===== config.mk =====
export PLATFORM = sky130hd
export DESIGN_NAME = reg_scoreboard_flat
export DESIGN_NICKNAME = d
export VERILOG_FILES = /design/src/rtl/reg_scoreboard_if.sv /design/src/rtl/reg_scoreboard.sv /design/src/flat_wrapper.sv
export SDC_FILE = /design/constraint.sdc
export NUM_CORES = 1
export LEC_CHECK = 0
export CAP_MARGIN = 25
export CORE_MARGIN = 2
export CORE_UTILIZATION = 55
export DETAILED_ROUTE_END_ITERATION = 7
export PLACE_DENSITY = 0.76
export SKIP_CTS_REPAIR_TIMING = 1
export SYNTH_ARGS = -nofsm -noshare
export SYNTH_HDL_FRONTEND = slang
export SYNTH_SLANG_ARGS = --single-unit

===== constraint.sdc =====
create_clock -name clk -period 10.73 [get_ports clk]
set_clock_uncertainty 0.05 [all_clocks]
set_input_delay 2.146 -clock clk [delete_from_list [all_inputs] [get_ports clk]]
set_output_delay 2.146 -clock clk [all_outputs]
set_load 0.01 [all_outputs]

===== src/rtl/reg_scoreboard_if.sv =====
// Decode/writeback-facing bundle of the pending-write scoreboard.
// The master side drives issue, writeback and source queries; the slave side answers with hazards.
interface reg_scoreboard_if #(
  parameter int ADDR_W = 5,
  parameter int CNT_W  = 2
);
  logic                    flush;
  logic                    issue_valid;
  logic [ADDR_W-1:0]       issue_rd;
  logic                    issue_ready;
  logic                    wb_valid;
  logic [ADDR_W-1:0]       wb_rd;
  logic [ADDR_W-1:0]       rs1_addr;
  logic                    rs1_use;
  logic [ADDR_W-1:0]       rs2_addr;
  logic                    rs2_use;
  logic                    rs1_hazard;
  logic                    rs2_hazard;
  logic                    stall;
  logic [CNT_W+ADDR_W-1:0] pending_total;
  logic                    wb_underflow;

  modport master (
    output flush, issue_valid, issue_rd, wb_valid, wb_rd,
           rs1_addr, rs1_use, rs2_addr, rs2_use,
    input  issue_ready, rs1_hazard, rs2_hazard, stall, pending_total, wb_underflow
  );

  modport slave (
    input  flush, issue_valid, issue_rd, wb_valid, wb_rd,
           rs1_addr, rs1_use, rs2_addr, rs2_use,
    output issue_ready, rs1_hazard, rs2_hazard, stall, pending_total, wb_underflow
  );
endinterface


===== src/rtl/reg_scoreboard.sv =====
// Pending-write scoreboard: per-register outstanding-write counters that turn
// decode source reads into RAW hazards until the producing writeback lands.
module reg_scoreboard #(
  parameter int NUM_REGS  = 32,
  parameter int ADDR_W    = 5,
  parameter int CNT_W     = 2,
  parameter int WB_BYPASS = 1
) (
  input logic             clk,
  input logic             rst,
  reg_scoreboard_if.slave sb
);
  localparam int TOT_W = CNT_W + ADDR_W;
  localparam logic [CNT_W-1:0] CNT_MAX = '1;
  localparam logic [CNT_W-1:0] CNT_ONE = CNT_W'(1);

  logic [CNT_W-1:0] r_cnt [1:NUM_REGS-1];
  logic [TOT_W-1:0] r_total;
  logic             r_underflow;

  logic [CNT_W-1:0] w_cnt [NUM_REGS];
  logic [CNT_W-1:0] w_nxt [NUM_REGS];
  logic [CNT_W-1:0] w_cnt_iss;
  logic [CNT_W-1:0] w_cnt_wb;
  logic             w_ready;
  logic             w_issue_acc;
  logic             w_wb_act;
  logic             w_same;
  logic             w_unf;
  logic [TOT_W-1:0] w_sum;

  function automatic logic src_hazard(input logic             use_i,
                                      input logic [ADDR_W-1:0] addr,
                                      input logic [CNT_W-1:0]  cnt,
                                      input logic              wbv,
                                      input logic [ADDR_W-1:0] wrd);
    logic bypass;
    bypass = (WB_BYPASS != 0) && wbv && (wrd == addr) && (cnt == CNT_ONE);
    return use_i && (addr != '0) && (cnt != '0) && !bypass;
  endfunction

  // x0 is modelled as a counter that is permanently zero
  always_comb begin
    w_cnt[0] = '0;
    for (int i = 1; i < NUM_REGS; i++) w_cnt[i] = r_cnt[i];
  end

  assign w_cnt_iss = w_cnt[sb.issue_rd];
  assign w_cnt_wb  = w_cnt[sb.wb_rd];

  // A full counter still accepts an issue when the same register retires this cycle
  assign w_ready = !sb.flush &&
                   !((sb.issue_rd != '0) && (w_cnt_iss == CNT_MAX) &&
                     !(sb.wb_valid && (sb.wb_rd == sb.issue_rd)));

  assign w_issue_acc = sb.issue_valid && w_ready && (sb.issue_rd != '0);
  assign w_wb_act    = sb.wb_valid && (sb.wb_rd != '0);
  assign w_same      = w_issue_acc && w_wb_act && (sb.issue_rd == sb.wb_rd);

  always_comb begin
    w_unf = 1'b0;
    for (int i = 0; i < NUM_REGS; i++) w_nxt[i] = w_cnt[i];
    if (sb.flush) begin
      for (int i = 0; i < NUM_REGS; i++) w_nxt[i] = '0;
    end else if (!w_same) begin
      if (w_issue_acc) w_nxt[sb.issue_rd] = w_cnt_iss + CNT_ONE;
      if (w_wb_act) begin
        if (w_cnt_wb != '0) w_nxt[sb.wb_rd] = w_cnt_wb - CNT_ONE;
        else                w_unf = 1'b1;
      end
    end
    w_sum = '0;
    for (int i = 0; i < NUM_REGS; i++) w_sum = w_sum + TOT_W'(w_nxt[i]);
  end

  // ---- state register stage: counters, running total, underflow pulse ----
  always_ff @(posedge clk) begin
    if (rst) begin
      for (int i = 1; i < NUM_REGS; i++) r_cnt[i] <= '0;
      r_total     <= '0;
      r_underflow <= 1'b0;
    end else begin
      for (int i = 1; i < NUM_REGS; i++) r_cnt[i] <= w_nxt[i];
      r_total     <= w_sum;
      r_underflow <= w_unf;
    end
  end

  assign sb.issue_ready   = w_ready;
  assign sb.rs1_hazard    = src_hazard(sb.rs1_use, sb.rs1_addr, w_cnt[sb.rs1_addr],
                                       sb.wb_valid, sb.wb_rd);
  assign sb.rs2_hazard    = src_hazard(sb.rs2_use, sb.rs2_addr, w_cnt[sb.rs2_addr],
                                       sb.wb_valid, sb.wb_rd);
  assign sb.stall         = sb.rs1_hazard | sb.rs2_hazard;
  assign sb.pending_total = r_total;
  assign sb.wb_underflow  = r_underflow;
endmodule

===== src/flat_wrapper.sv =====
// flat-port wrapper written by rule: the top's interface ports become plain ports
module reg_scoreboard_flat 
#(
  parameter int NUM_REGS  = 32,
  parameter int ADDR_W    = 5,
  parameter int CNT_W     = 2,
  parameter int WB_BYPASS = 1
)
  (clk, rst, sb_flush, sb_issue_valid, sb_issue_rd, sb_wb_valid, sb_wb_rd, sb_rs1_addr, sb_rs1_use, sb_rs2_addr, sb_rs2_use, sb_issue_ready, sb_rs1_hazard, sb_rs2_hazard, sb_stall, sb_pending_total, sb_wb_underflow);
  reg_scoreboard_if #(.ADDR_W(ADDR_W), .CNT_W(CNT_W)) sb_i ();
  input logic clk;
  input logic rst;
  input wire logic [$bits(sb_i.flush)-1:0] sb_flush;
  input wire logic [$bits(sb_i.issue_valid)-1:0] sb_issue_valid;
  input wire logic [$bits(sb_i.issue_rd)-1:0] sb_issue_rd;
  input wire logic [$bits(sb_i.wb_valid)-1:0] sb_wb_valid;
  input wire logic [$bits(sb_i.wb_rd)-1:0] sb_wb_rd;
  input wire logic [$bits(sb_i.rs1_addr)-1:0] sb_rs1_addr;
  input wire logic [$bits(sb_i.rs1_use)-1:0] sb_rs1_use;
  input wire logic [$bits(sb_i.rs2_addr)-1:0] sb_rs2_addr;
  input wire logic [$bits(sb_i.rs2_use)-1:0] sb_rs2_use;
  output wire logic [$bits(sb_i.issue_ready)-1:0] sb_issue_ready;
  output wire logic [$bits(sb_i.rs1_hazard)-1:0] sb_rs1_hazard;
  output wire logic [$bits(sb_i.rs2_hazard)-1:0] sb_rs2_hazard;
  output wire logic [$bits(sb_i.stall)-1:0] sb_stall;
  output wire logic [$bits(sb_i.pending_total)-1:0] sb_pending_total;
  output wire logic [$bits(sb_i.wb_underflow)-1:0] sb_wb_underflow;
  assign sb_i.flush = sb_flush;
  assign sb_i.issue_valid = sb_issue_valid;
  assign sb_i.issue_rd = sb_issue_rd;
  assign sb_i.wb_valid = sb_wb_valid;
  assign sb_i.wb_rd = sb_wb_rd;
  assign sb_i.rs1_addr = sb_rs1_addr;
  assign sb_i.rs1_use = sb_rs1_use;
  assign sb_i.rs2_addr = sb_rs2_addr;
  assign sb_i.rs2_use = sb_rs2_use;
  assign sb_issue_ready = sb_i.issue_ready;
  assign sb_rs1_hazard = sb_i.rs1_hazard;
  assign sb_rs2_hazard = sb_i.rs2_hazard;
  assign sb_stall = sb_i.stall;
  assign sb_pending_total = sb_i.pending_total;
  assign sb_wb_underflow = sb_i.wb_underflow;
  reg_scoreboard #(.NUM_REGS(NUM_REGS), .ADDR_W(ADDR_W), .CNT_W(CNT_W), .WB_BYPASS(WB_BYPASS)) u_core (.clk(clk), .rst(rst), .sb(sb_i));
endmodule

# Yosys cells after proc, flatten, opt, wreduce, memory -nomap -nowiden
# Memories as Yosys holds them, arrays and structs flattened.
# Cells that the tools add are included.
totals:
  out_inout_bits: 12
  ramBits: 62
  reg_bits: 8
  n_memories: 1
memory_table:
  columns: ["memory", "depth", "word_bits", "rd", "rd_ports_with_merged_regs", "wr", "line", "text"]
  rows:
  - ["u_core.r_cnt", 31, 2, 31, 0, 31, "reg_scoreboard.sv:17", "logic [CNT_W-1:0] r_cnt [1:NUM_REGS-1];"]
op_classes:
  order_cmp: 6
  muxes: 60
  eq_ne: 7
  bitwise: 37
  n_reduce_logical: 34
  addsub: 33
op_table:
  columns: ["operator", "count"]
  rows:
  - ["64-bit 2-to-1 mux", 7]
  - ["7-bit by 2-bit adder with 7-bit output", 30]
  - ["64-bit bitwise mux", 2]
  - ["2-bit 2-to-1 mux", 41]
  - ["2-bit binary-select mux with 5-bit select", 4]
  - ["1-bit OR", 32]
  - ["6-bit greater-or-equal comparator, second input constant", 4]
  - ["5-bit inverter with 6-bit output", 4]
  - ["1-bit logical AND", 21]
  - ["2-bit demux with 5-bit select", 2]
  - ["5-bit equality test", 4]
  - ["5-bit nonzero test", 4]
  - ["6-bit by 1-bit < comparator with 1-bit output, second input constant", 2]
  - ["2-bit nonzero test", 3]
  - ["1-bit zero test", 5]
  - ["2-bit by 1-bit equality test with 1-bit output, second input constant", 2]
  - ["1-bit 2-to-1 mux", 4]
  - ["4-bit OR reduction", 1]
  - ["2-bit by 2-bit adder with 3-bit output", 1]
  - ["2-bit by 1-bit adder with 2-bit output, second input constant", 1]
  - ["2-bit equality test, second input constant", 1]
  - ["2-bit by 1-bit subtractor with 2-bit output, second input constant", 1]
  - ["1-bit inverter", 1]

# Longest topological paths before layout
# Gate-level depths: netlist (run 1).
depth:
  word_depth: 51
  mapped_depth: 39
  mapped_depth_nobuf: 33

# Worst setup path after synthesis (run 1)
# No wires, ideal clock.
synth_path:
  path_kind: "input to register"
  startpoint: "in sb_issue_rd[4]"
  endpoint: "reg u_core.r_total[5] (netlist: u_core.sb.pending_total[5])"
  arrival_ns: 10.285
  path_stages: 35
  setup_slack_ns: 0.270
  path_buffers: 6
  setup_time_ns: 0.125
  path_cell_list: "buf_2 or3b_1 buf_2 nor2_1 or4_1 a211oi_1 buf_2 buf_4 inv_1 ha_1 clkbuf_1 clkbuf_1 nor2_1 nand2_1 o22ai_1 a211o_1 fa_1 inv_1 fa_1 fa_1 fa_1 fa_1 fa_1 fa_1 inv_1 fa_1 inv_1 ha_1 inv_1 fa_1 inv_1 a21o_1 a21oi_1 xor2_1 nor2_1"
synth_between:
  elab_chain_cells: 50
  elab_cells_between_ends: 64
  classes_between: "add/sub: 32; order compare: 2; eq/ne: 3; mux: 14; bitwise: 1; reduce/logical: 12"
synth_lines:
  columns: ["item", "line", "text"]
  rows:
  - ["start, declared", "flat_wrapper.sv:15", "input wire logic [$bits(sb_i.issue_rd)-1:0] sb_issue_rd;"]
  - ["5-bit inverter with 6-bit output (implied by the code)", "reg_scoreboard.sv:48, reg_scoreboard.sv:66", null]
  - ["2-bit binary-select mux with 5-bit select", "reg_scoreboard.sv:48", "assign w_cnt_iss = w_cnt[sb.issue_rd];"]
  - ["2-bit 2-to-1 mux (implied by the code) (2 in a row)", "reg_scoreboard.sv:48", null]
  - ["2-bit equality test", "reg_scoreboard.sv:53", "!((sb.issue_rd != '0) && (w_cnt_iss == CNT_MAX) &&"]
  - ["1-bit logical AND (2 in a row)", "reg_scoreboard.sv:53", null]
  - ["1-bit zero test", "reg_scoreboard.sv:53", null]
  - ["1-bit logical AND", "reg_scoreboard.sv:52", "assign w_ready = !sb.flush &&"]
  - ["1-bit logical AND (2 in a row)", "reg_scoreboard.sv:56", "assign w_issue_acc = sb.issue_valid && w_ready && (sb.issue_rd != '0);"]
  - ["(+3 left out)", null, null]
  - ["64-bit bitwise mux", "reg_scoreboard.sv:68", "if (w_cnt_wb != '0) w_nxt[sb.wb_rd] = w_cnt_wb - CNT_ONE;"]
  - ["64-bit 2-to-1 mux", "reg_scoreboard.sv:68", null]
  - ["64-bit 2-to-1 mux", "reg_scoreboard.sv:67", "if (w_wb_act) begin"]
  - ["64-bit 2-to-1 mux (*)", "reg_scoreboard.sv:65", "end else if (!w_same) begin"]
  - ["64-bit 2-to-1 mux (*)", "reg_scoreboard.sv:63", "if (sb.flush) begin"]
  - ["2-bit by 2-bit adder with 3-bit output", "reg_scoreboard.sv:73", "for (int i = 0; i < NUM_REGS; i++) w_sum = w_sum + TOT_W'(w_nxt[i]);"]
  - ["7-bit by 2-bit adder with 7-bit output (29 in a row)", "reg_scoreboard.sv:73", null]
  - ["7-bit by 2-bit adder with 7-bit output (*)", "reg_scoreboard.sv:73", null]
  - ["end signal, assigned", "reg_scoreboard.sv:84", "r_total <= w_sum;"]
  - ["end, declared", "reg_scoreboard.sv:18", "logic [TOT_W-1:0] r_total;"]
# Every way passes the cells marked *; elsewhere a longest branch is shown, timed or not. The select of a mux whose other input is x is not followed.
# A chain may end at the register's enable or synchronous reset.

==> results.toml, run 1 <==
[floorplanning]
ios = 39
core_sq_um = 15700
initial_utilization = 0.557
fp.dieArea_sq_um = 16900
floorplan.die.width_um = 130
die_h_um = 130
fp-row-count = 46

[grt]
grt_max_degree = 74
overflow = 0
grt_first_pass_wirelength_um = 52300
globalRouteTotalUtil = 0.415
grt_antenna_before_repair = 0
grt_pass1_vias = 8713

[timing]
timing.fmax_ghz = 0.0955
worst_pin_slew_ps = 1020
hold_viol_final = 0
timing.final.setup_violations = 0
final_min_period_over_clock_period = 0.976
fin_crit_ps = 10470
final.setup.tns_ps = 0
worst_slew_margin_rel = 0.303
maxSlewViolCount = 0

[final_layout]
post_route_cells_drive_above_1_share = 0.189
area_growth_pct = 15.6
fin_nets = 1156
final_cell_area_sq_um = 10100
fillerInstances = 1358
antenna_cells_inserted = 0

[route]
drt-wirelength-per-cell_um = 26.9
detailroute.via_count = 9228
first_pass_iters = 7
initialDrtViolationCount = 1673
drc = 0
post_drt_via_cell_ratio = 7.23
route.final.wire_length_um = 34300
drtAntennaViolNets = 0

[setup_path]
cp-start-kind = "input pin"
longest_individual_stage_delay_on_the_worst_path_ps = 550
crit_path_end_kind = "flop"
setup.worst_path.class = "in2reg"
critical_path_required_ps = 10900
cpMaxStageDelayCell = "sky130_fd_sc_hd__fa_1"
crit_fanout = 17
critical_path_arrival_ps = 10640

[cts]
clkSlewWorstSetupHoldPaths_ps = 60
clock_sinks = 70
clk-insertion-delay-late_ps = 350
clockBufferDepth = 2
number_of_cts_inserted_buffers = 9
ctsRootBufferMaster = "sky130_fd_sc_hd__clkbuf_16"
tritoncts = "done"
clock_tree.htree_level_count = 3

[worst_hold_path]
min_path_type = "reg2reg"

[synthesis]
mean_syn_cell_area_sq_um = 8.65
netlist_area_sq_um = 8750
portion_of_synthesized_cell_area_occupied_by_the_leading_cell_type = 0.160
synth_enable_flop_cells = 0
synth.ff_latch_count = 70
ys_seq_area_frac = 0.160
yosysWarnings = 0
synth.top_cells.by_area = "sky130_fd_sc_hd__dfxtp_1, sky130_fd_sc_hd__fa_1, sky130_fd_sc_hd__mux4_2, sky130_fd_sc_hd__a21oi_1, sky130_fd_sc_hd__mux2i_1"
top_post_synthesis_cells_by_count = "sky130_fd_sc_hd__a21oi_1, sky130_fd_sc_hd__inv_1, sky130_fd_sc_hd__dfxtp_1"
synth_ff_type = "sky130_fd_sc_hd__dfxtp_1"
async_flop_share = 0
synth_largest_area_cell = "sky130_fd_sc_hd__dfxtp_1"
synth.distinct_cells = 71
syn-num-nets = 1111
synthMostInstantiatedCell = "sky130_fd_sc_hd__a21oi_1"
synthesis.instances = 1012

[place]
postPlaceCellArea_sq_um = 9730
placer_congestion = 1.05
port-buffer-count = 38
dpl.hpwl_um = 26000

[run_status]
run_status = "completed"

[power]
power.density_nw_per_um2 = 73.7
cellLeakagePower_uw = 0.00376
vdd_ir_drop_max_mv = 0.0672

[job]
maxCapViolCount = 0
## state kept, by name (all words and copies together) (netlist names)
name                     cells
u_core.sb.pending_total      7
u_core.sb.wb_underflow       1
u_core.r_cnt                62
## area by class of cell
cell class                      count  area (sq um)  share of cell area
Clock buffer                       10           239              0.0236
Clock inverter                      5          58.8             0.00582
Inverter                           77           289              0.0286
Multi-Input combinational cell    768          6710               0.664
Sequential cell                    70          1400               0.139
Tap cell                          216           270              0.0267
Timing Repair Buffer              131          1140               0.113
## placed cells by master (no fill, tap or decap), types with 14 or more instances in the layout
master	Yosys	routed
sky130_fd_sc_hd__mux2_2	14	14
sky130_fd_sc_hd__clkdlybuf4s50_1	0	35
sky130_fd_sc_hd__nand3_1	19	19
sky130_fd_sc_hd__fa_1	59	59
sky130_fd_sc_hd__nor3_1	52	51
sky130_fd_sc_hd__a21oi_1	83	82
sky130_fd_sc_hd__mux4_2	48	48
sky130_fd_sc_hd__a2111oi_0	26	21
sky130_fd_sc_hd__nor4_1	28	28
sky130_fd_sc_hd__buf_4	2	85
sky130_fd_sc_hd__a211oi_1	25	24
sky130_fd_sc_hd__o21ai_0	27	25
sky130_fd_sc_hd__or3_1	16	16
sky130_fd_sc_hd__nor2_1	62	62
sky130_fd_sc_hd__dfxtp_1	70	70
sky130_fd_sc_hd__inv_1	77	77
sky130_fd_sc_hd__mux2i_1	36	35
sky130_fd_sc_hd__nand2_1	49	49
## worst max-delay path, delay by kind of cell
family / cells / cell delay [ps]
AOI/OAI and AO/OA: 6 / 910
and+or+nand+nor: 3 / 1080
buffers and inverters: 13 / 1880
muxes: 1 / 280
xor gates and xnor gates: 1 / 160
adders and majority gates: 10 / 4170
## metrics by stage
step                      cells  hold WS, ps  utilization  power [uW]  setup WS, ps
after floorplan            1012          461            -         371           270
after global placement     1257          542        0.619         435         -37.8
after detailed placement   1258          565        0.619         436         -81.6
after CTS                  1273          572        0.638         739           220
after global routing       1277          601        0.644         768         -41.3
final                      1277          589        0.644         746           258
## layer usage
layer | wire (um) | global-route usage
met1 | 12600 | 0.551
met2 | 15300 | 0.634
met3 | 4500 | 0.110
met4 | 1930 | 0.198
met5 | 0 | 0
## worst paths after layout
check             cells past startpoint                from                         end  slack (ps)
setup / recovery                     34      sb_issue_rd[0]  u_core.sb.pending_total[5]         260
setup reg to reg                     32  u_core.r_cnt[3][2]  u_core.sb.pending_total[5]        2330
hold reg to reg                       2  u_core.r_cnt[6][5]          u_core.r_cnt[6][5]         590
hold / removal                        2  u_core.r_cnt[6][5]          u_core.r_cnt[6][5]         590
## cells by family (layout without fill, tap and decap cells)
group,Yosys count,after routing,synth area share
mux,99,99,0.184
other cells,2,2,0.000858
compound gates,256,256,0.201
buf+inv,174,223,0.0795
xor+xnor,19,19,0.0190
fa+ha+maj,72,72,0.154
flops,70,70,0.160
simple gates,320,320,0.202
## power by group
group          leakage (uW)  switching, uW  internal [uW]
logic               0.00306            101           69.8
clock network      0.000141            124            186
registers          0.000565           2.51            263
total               0.00376            228            518
Note: power is estimated with default switching activity, not from simulation.
==> run 2, diff against run 1 <==
--- a/config.mk
+++ b/config.mk
@@ -8,7 +8,9 @@
 export CAP_MARGIN = 25
 export CORE_MARGIN = 2
 export CORE_UTILIZATION = 55
+export CTS_BUF_LIST = sky130_fd_sc_hd__clkbuf_4
 export DETAILED_ROUTE_END_ITERATION = 7
+export GPL_TIMING_DRIVEN = 0
 export PLACE_DENSITY = 0.76
 export SKIP_CTS_REPAIR_TIMING = 1
 export SYNTH_ARGS = -nofsm -noshare
==> results.toml, run 2 (synthesis gave the netlist of run 1 again) <==
[setup_path]
critical_path_arrival_ps = 10870
cpMaxStageDelayCell = "sky130_fd_sc_hd__fa_1"
longest_individual_stage_delay_on_the_worst_path_ps = 650
critical_path_required_ps = 11070
setup.worst_path.class = "in2reg"
critical_path.top_delay_family = "adder cells"
crit_path_end_kind = "flop"
worst-r2r-setup-slack_ps = 1750
cp-start-kind = "input pin"
worst_path_bufs_invs = 13
timing.critical_path.mode_cell = "sky130_fd_sc_hd__fa_1"
crit_fanout = 10

[final_layout]
largest_register_ffs = 62
final_cell_area_sq_um = 9890
final_common_cell = "sky130_fd_sc_hd__a21oi_1"
post_route_cells_drive_above_1_share = 0.176
most_frequent_cells_in_the_layout = "sky130_fd_sc_hd__a21oi_1, sky130_fd_sc_hd__inv_1, sky130_fd_sc_hd__dfxtp_1, sky130_fd_sc_hd__nor2_1, sky130_fd_sc_hd__fa_1"
fin_nets = 1167
fillerInstances = 1413
registers.top_by_ff_count = "u_core.r_cnt"
instances_no_fill = 1290
area_growth_pct = 13.0

[timing]
fin_crit_ps = 10530
grt_setup_unrepaired = "no"
final.hold.worst_slack_ps = 611
final_min_period_over_clock_period = 0.982
worst_pin_slew_ps = 1280
hold_viol_final = 0
timing.final.setup_violations = 0
worst_slew_margin_rel = 0.148
timing.fmax_ghz = 0.0949
final.setup.tns_ps = 0
maxSlewViolCount = 0

[worst_hold_path]
min_path_type = "reg2reg"

[cts]
clk-insertion-delay-late_ps = 500
clock_sinks = 70
ctsRootBufferMaster = "sky130_fd_sc_hd__clkbuf_4"
number_of_cts_inserted_buffers = 9
clockBufferDepth = 2
clkSlewWorstSetupHoldPaths_ps = 170
tritoncts = "done"
clock_tree.htree_level_count = 3

[floorplanning]
fp-row-count = 46
floorplan.die.width_um = 130
core_sq_um = 15700
ios = 39
initial_utilization = 0.557
fp.dieArea_sq_um = 16900
die_h_um = 130

[grt]
globalRouteTotalUtil = 0.484
grt_pass1_vias = 9200
grt_antenna_before_repair = 1
grt_first_pass_wirelength_um = 58200
grt_max_degree = 16
overflow = 0

[place]
dp.cells = 1260
placer_congestion = 1.15
postPlaceCellArea_sq_um = 9330
dpl.hpwl_um = 31300
port-buffer-count = 28

[route]
first_pass_iters = 8
post_drt_via_cell_ratio = 7.61
drt-wirelength-per-cell_um = 31.5
route.final.wire_length_um = 40600
detailroute.via_count = 9812
drc = 10
drtAntennaViolNets = 0
initialDrtViolationCount = 1732

[run_status]
failing_checks = "design-rule violations"
run_status = "finished, violations left"

[power]
cellLeakagePower_uw = 0.00359
vdd_ir_drop_max_mv = 0.0686
power.density_nw_per_um2 = 65.4

[job]
maxCapViolCount = 0
[run 2: final cells by class]
cell class	instances	area, sq um	area share
sequential	70	1400	0.142
clock buffer	9	67.6	0.00683
inverter	77	289	0.0292
tap	216	270	0.0273
timing repair buffer	50	435	0.0440
clock inverter	7	86.3	0.00873
multi-input combinational	768	6870	0.695
antenna	1	2.50	0.000253
buffer	92	468	0.0473
[run 2: final timing paths]
check,from,endpoint,cells past startpoint
worst max-delay path,sb_issue_rd[0],u_core.sb.pending_total[5],35
worst min-delay path,u_core.r_cnt[4][5],u_core.r_cnt[4][5],2
worst max register to register,u_core.r_cnt[3][2],u_core.sb.pending_total[5],33
worst min register to register,u_core.r_cnt[4][5],u_core.r_cnt[4][5],2
[run 2: routing by layer]
layer / wire [um] / global-route usage / vias to the layer above
li1: - / - / 3920
met1: 13800 / 0.603 / 4613
met2: 16400 / 0.695 / 987
met3: 6560 / 0.172 / 292
met4: 3840 / 0.353 / 0
met5: 0 / 0 / -
[run 2: per-stage QoR]
step,power [uW],utilization,worst slack (ps)
6_report,647,0.630,197
5_1_grt,661,0.630,37.8
4_1_cts,627,0.604,-1190
3_5_place_dp,429,0.594,-1690
3_3_place_gp,428,0.592,-2060
2_1_floorplan,371,-,270
[run 2: worst min-delay path, stage by stage (launching register included)]
cell and delay [ps]:
sky130_fd_sc_hd__dfxtp_1 420, sky130_fd_sc_hd__o21ai_0 140, sky130_fd_sc_hd__a21oi_1 80
[run 2: where the power goes]
part	total [uW]	internal [uW]	switching [uW]
registers	265	263	2.46
logic	177	64.4	113
clock network	205	76.0	129
==> run 3, diff against run 2 <==
--- a/config.mk
+++ b/config.mk
@@ -11,6 +11,7 @@
 export CTS_BUF_LIST = sky130_fd_sc_hd__clkbuf_4
 export DETAILED_ROUTE_END_ITERATION = 7
 export GPL_TIMING_DRIVEN = 0
+export MAX_ROUTING_LAYER = met4
 export PLACE_DENSITY = 0.76
 export SKIP_CTS_REPAIR_TIMING = 1
 export SYNTH_ARGS = -nofsm -noshare
==> results.toml, run 3 (synthesis gave the netlist of run 1 again) <==
[run_status]
run_status = "completed"

[floorplanning]
initial_utilization = 0.557
fp.dieArea_sq_um = 16900
floorplan.die.width_um = 130
ios = 39
fp-row-count = 46
die_h_um = 130
core_sq_um = 15700

[worst_hold_path]
min_path_type = "reg2reg"
timing.hold.worst_endpoint = "u_core.r_cnt[2][5]"
hold_path_startpoint = "u_core.r_cnt[2][5]"
worstHoldPathCells = 2

[power]
power.share.sequential = 0.423
power.clock.fraction = 0.296
pwr-share-comb = 0.281
netSwitchingFraction = 0.358
report.power.total_uw = 627
vdd_ir_drop_max_mv = 0.0652
internal-power_uw = 402
power.density_nw_per_um2 = 63.4
cellLeakagePower_uw = 0.00362
p_switching_uw = 225

[setup_path]
crit_fanout = 10
critical_path_required_ps = 11020
r2r_cells = 33
r2r_end = "u_core.sb.pending_total[5]"
setup.worst_path.class = "in2reg"
crit_path_end_kind = "flop"
crit-reg2reg-launch = "u_core.r_cnt[0][4]"
cp-start-kind = "input pin"
critical_path_arrival_ps = 10900
worst-r2r-setup-slack_ps = 1760

[timing]
hold_viol_final = 0
maxSlewViolCount = 0
worst_pin_slew_ps = 965
timing.final.setup_violations = 0
fin_crit_ps = 10610
timing.fmax_ghz = 0.0942
final.hold.worst_slack_ps = 594
final_min_period_over_clock_period = 0.989
worst_slew_margin_rel = 0.355
final.setup.tns_ps = 0

[final_layout]
fin_nets = 1162
registers.top_by_ff_count = "u_core.r_cnt"
most_frequent_cells_in_the_layout = "sky130_fd_sc_hd__a21oi_1, sky130_fd_sc_hd__inv_1, sky130_fd_sc_hd__dfxtp_1, sky130_fd_sc_hd__nor2_1, sky130_fd_sc_hd__fa_1"
area_growth_pct = 12.9
post_route_cells_drive_above_1_share = 0.184
final_common_cell = "sky130_fd_sc_hd__a21oi_1"
largest_register_ffs = 62

[cts]
clock_tree.htree_level_count = 3
tritoncts = "done"
clock_sinks = 70
clockBufferDepth = 2
number_of_cts_inserted_buffers = 9
clkSlewWorstSetupHoldPaths_ps = 130
clk-insertion-delay-late_ps = 450
ctsRootBufferMaster = "sky130_fd_sc_hd__clkbuf_4"

[route]
detailroute.via_count = 9533
post_drt_via_cell_ratio = 7.40
drt-wirelength-per-cell_um = 30.9
drc = 0
initialDrtViolationCount = 1427
drtAntennaViolNets = 0
first_pass_iters = 6
route.final.wire_length_um = 39800

[grt]
globalRouteTotalUtil = 0.489
grt_max_degree = 12
grt_pass1_vias = 8681
grt_antenna_before_repair = 3
grt_first_pass_wirelength_um = 56900
overflow = 0

[place]
dpl.hpwl_um = 30800
port-buffer-count = 28
placer_congestion = 1.14

[job]
maxCapViolCount = 0
run 3: layout make-up:
type | count | area (sq um)
clock inverters | 5 | 50.0
repair buffers | 45 | 392
flip-flops and latches | 70 | 1400
well taps | 216 | 270
diodes | 5 | 12.5
clock buffers | 11 | 82.6
inverters | 77 | 289
multi-input cells | 768 | 6900
fillers | 1393 | 5830
plain buffers | 92 | 485
run 3: worst max path at each step:
stage / slack, ps / from / to
2_1_floorplan: 270 / sb_issue_rd[4] / u_core.sb.pending_total[5]
3_3_place_gp: -1810 / sb_issue_rd[0] / u_core.sb.pending_total[5]
3_5_place_dp: -1840 / sb_issue_rd[0] / u_core.sb.pending_total[5]
4_1_cts: -1430 / sb_issue_rd[0] / u_core.sb.pending_total[5]
5_1_grt: -90 / sb_issue_rd[0] / u_core.sb.pending_total[5]
6_report: 120 / sb_wb_valid / u_core.sb.pending_total[5]
run 3: metrics by stage:
stage | worst slack (ps) | instance area [sq um] | std cells | util
CTS | -1430 | 9450 | 1274 | 0.601
global route | -94.2 | 9880 | 1287 | 0.629
floorplan | 270 | 8750 | 1012 | -
finish | 117 | 9880 | 1289 | 0.629
global placement | -1810 | 9300 | 1256 | 0.592
detailed placement | -1840 | 9320 | 1258 | 0.593
run 3: critical path, stage by stage:
cell,delay (ps)
sky130_fd_sc_hd__clkdlybuf4s50_1,500
sky130_fd_sc_hd__clkbuf_1,510
sky130_fd_sc_hd__o31a_1,280
sky130_fd_sc_hd__and4_1,200
sky130_fd_sc_hd__buf_2,270
sky130_fd_sc_hd__clkbuf_1,640
sky130_fd_sc_hd__clkbuf_1,760
sky130_fd_sc_hd__a21oi_1,300
sky130_fd_sc_hd__nor3_2,390
sky130_fd_sc_hd__fa_1,490
sky130_fd_sc_hd__fa_1,500
sky130_fd_sc_hd__inv_1,50
sky130_fd_sc_hd__fa_1,480
sky130_fd_sc_hd__inv_1,60
sky130_fd_sc_hd__fa_1,560
sky130_fd_sc_hd__fa_2,500
sky130_fd_sc_hd__fa_1,560
sky130_fd_sc_hd__inv_1,60
sky130_fd_sc_hd__fa_1,530
sky130_fd_sc_hd__inv_1,40
sky130_fd_sc_hd__ha_1,210
sky130_fd_sc_hd__inv_1,70
sky130_fd_sc_hd__fa_1,200
sky130_fd_sc_hd__inv_1,50
sky130_fd_sc_hd__a21o_1,150
sky130_fd_sc_hd__a21oi_1,160
sky130_fd_sc_hd__xor2_1,170
sky130_fd_sc_hd__nor2_1,50
run 3: power by group through the flow:
stage	registers (uW)	clock network, uW	logic, uW
finish	265	185	176
global placement	271	0	158
global route	265	190	185
floorplan	271	0	100
detailed placement	271	0	159
CTS	265	180	160
run 3: routing by layer:
layer	track usage	wire (um)	share of wire
met1	0.613	14000	0.35
met2	0.695	16800	0.42
met3	0.149	6020	0.15
met4	0.292	3050	0.077
met5	-	0	0
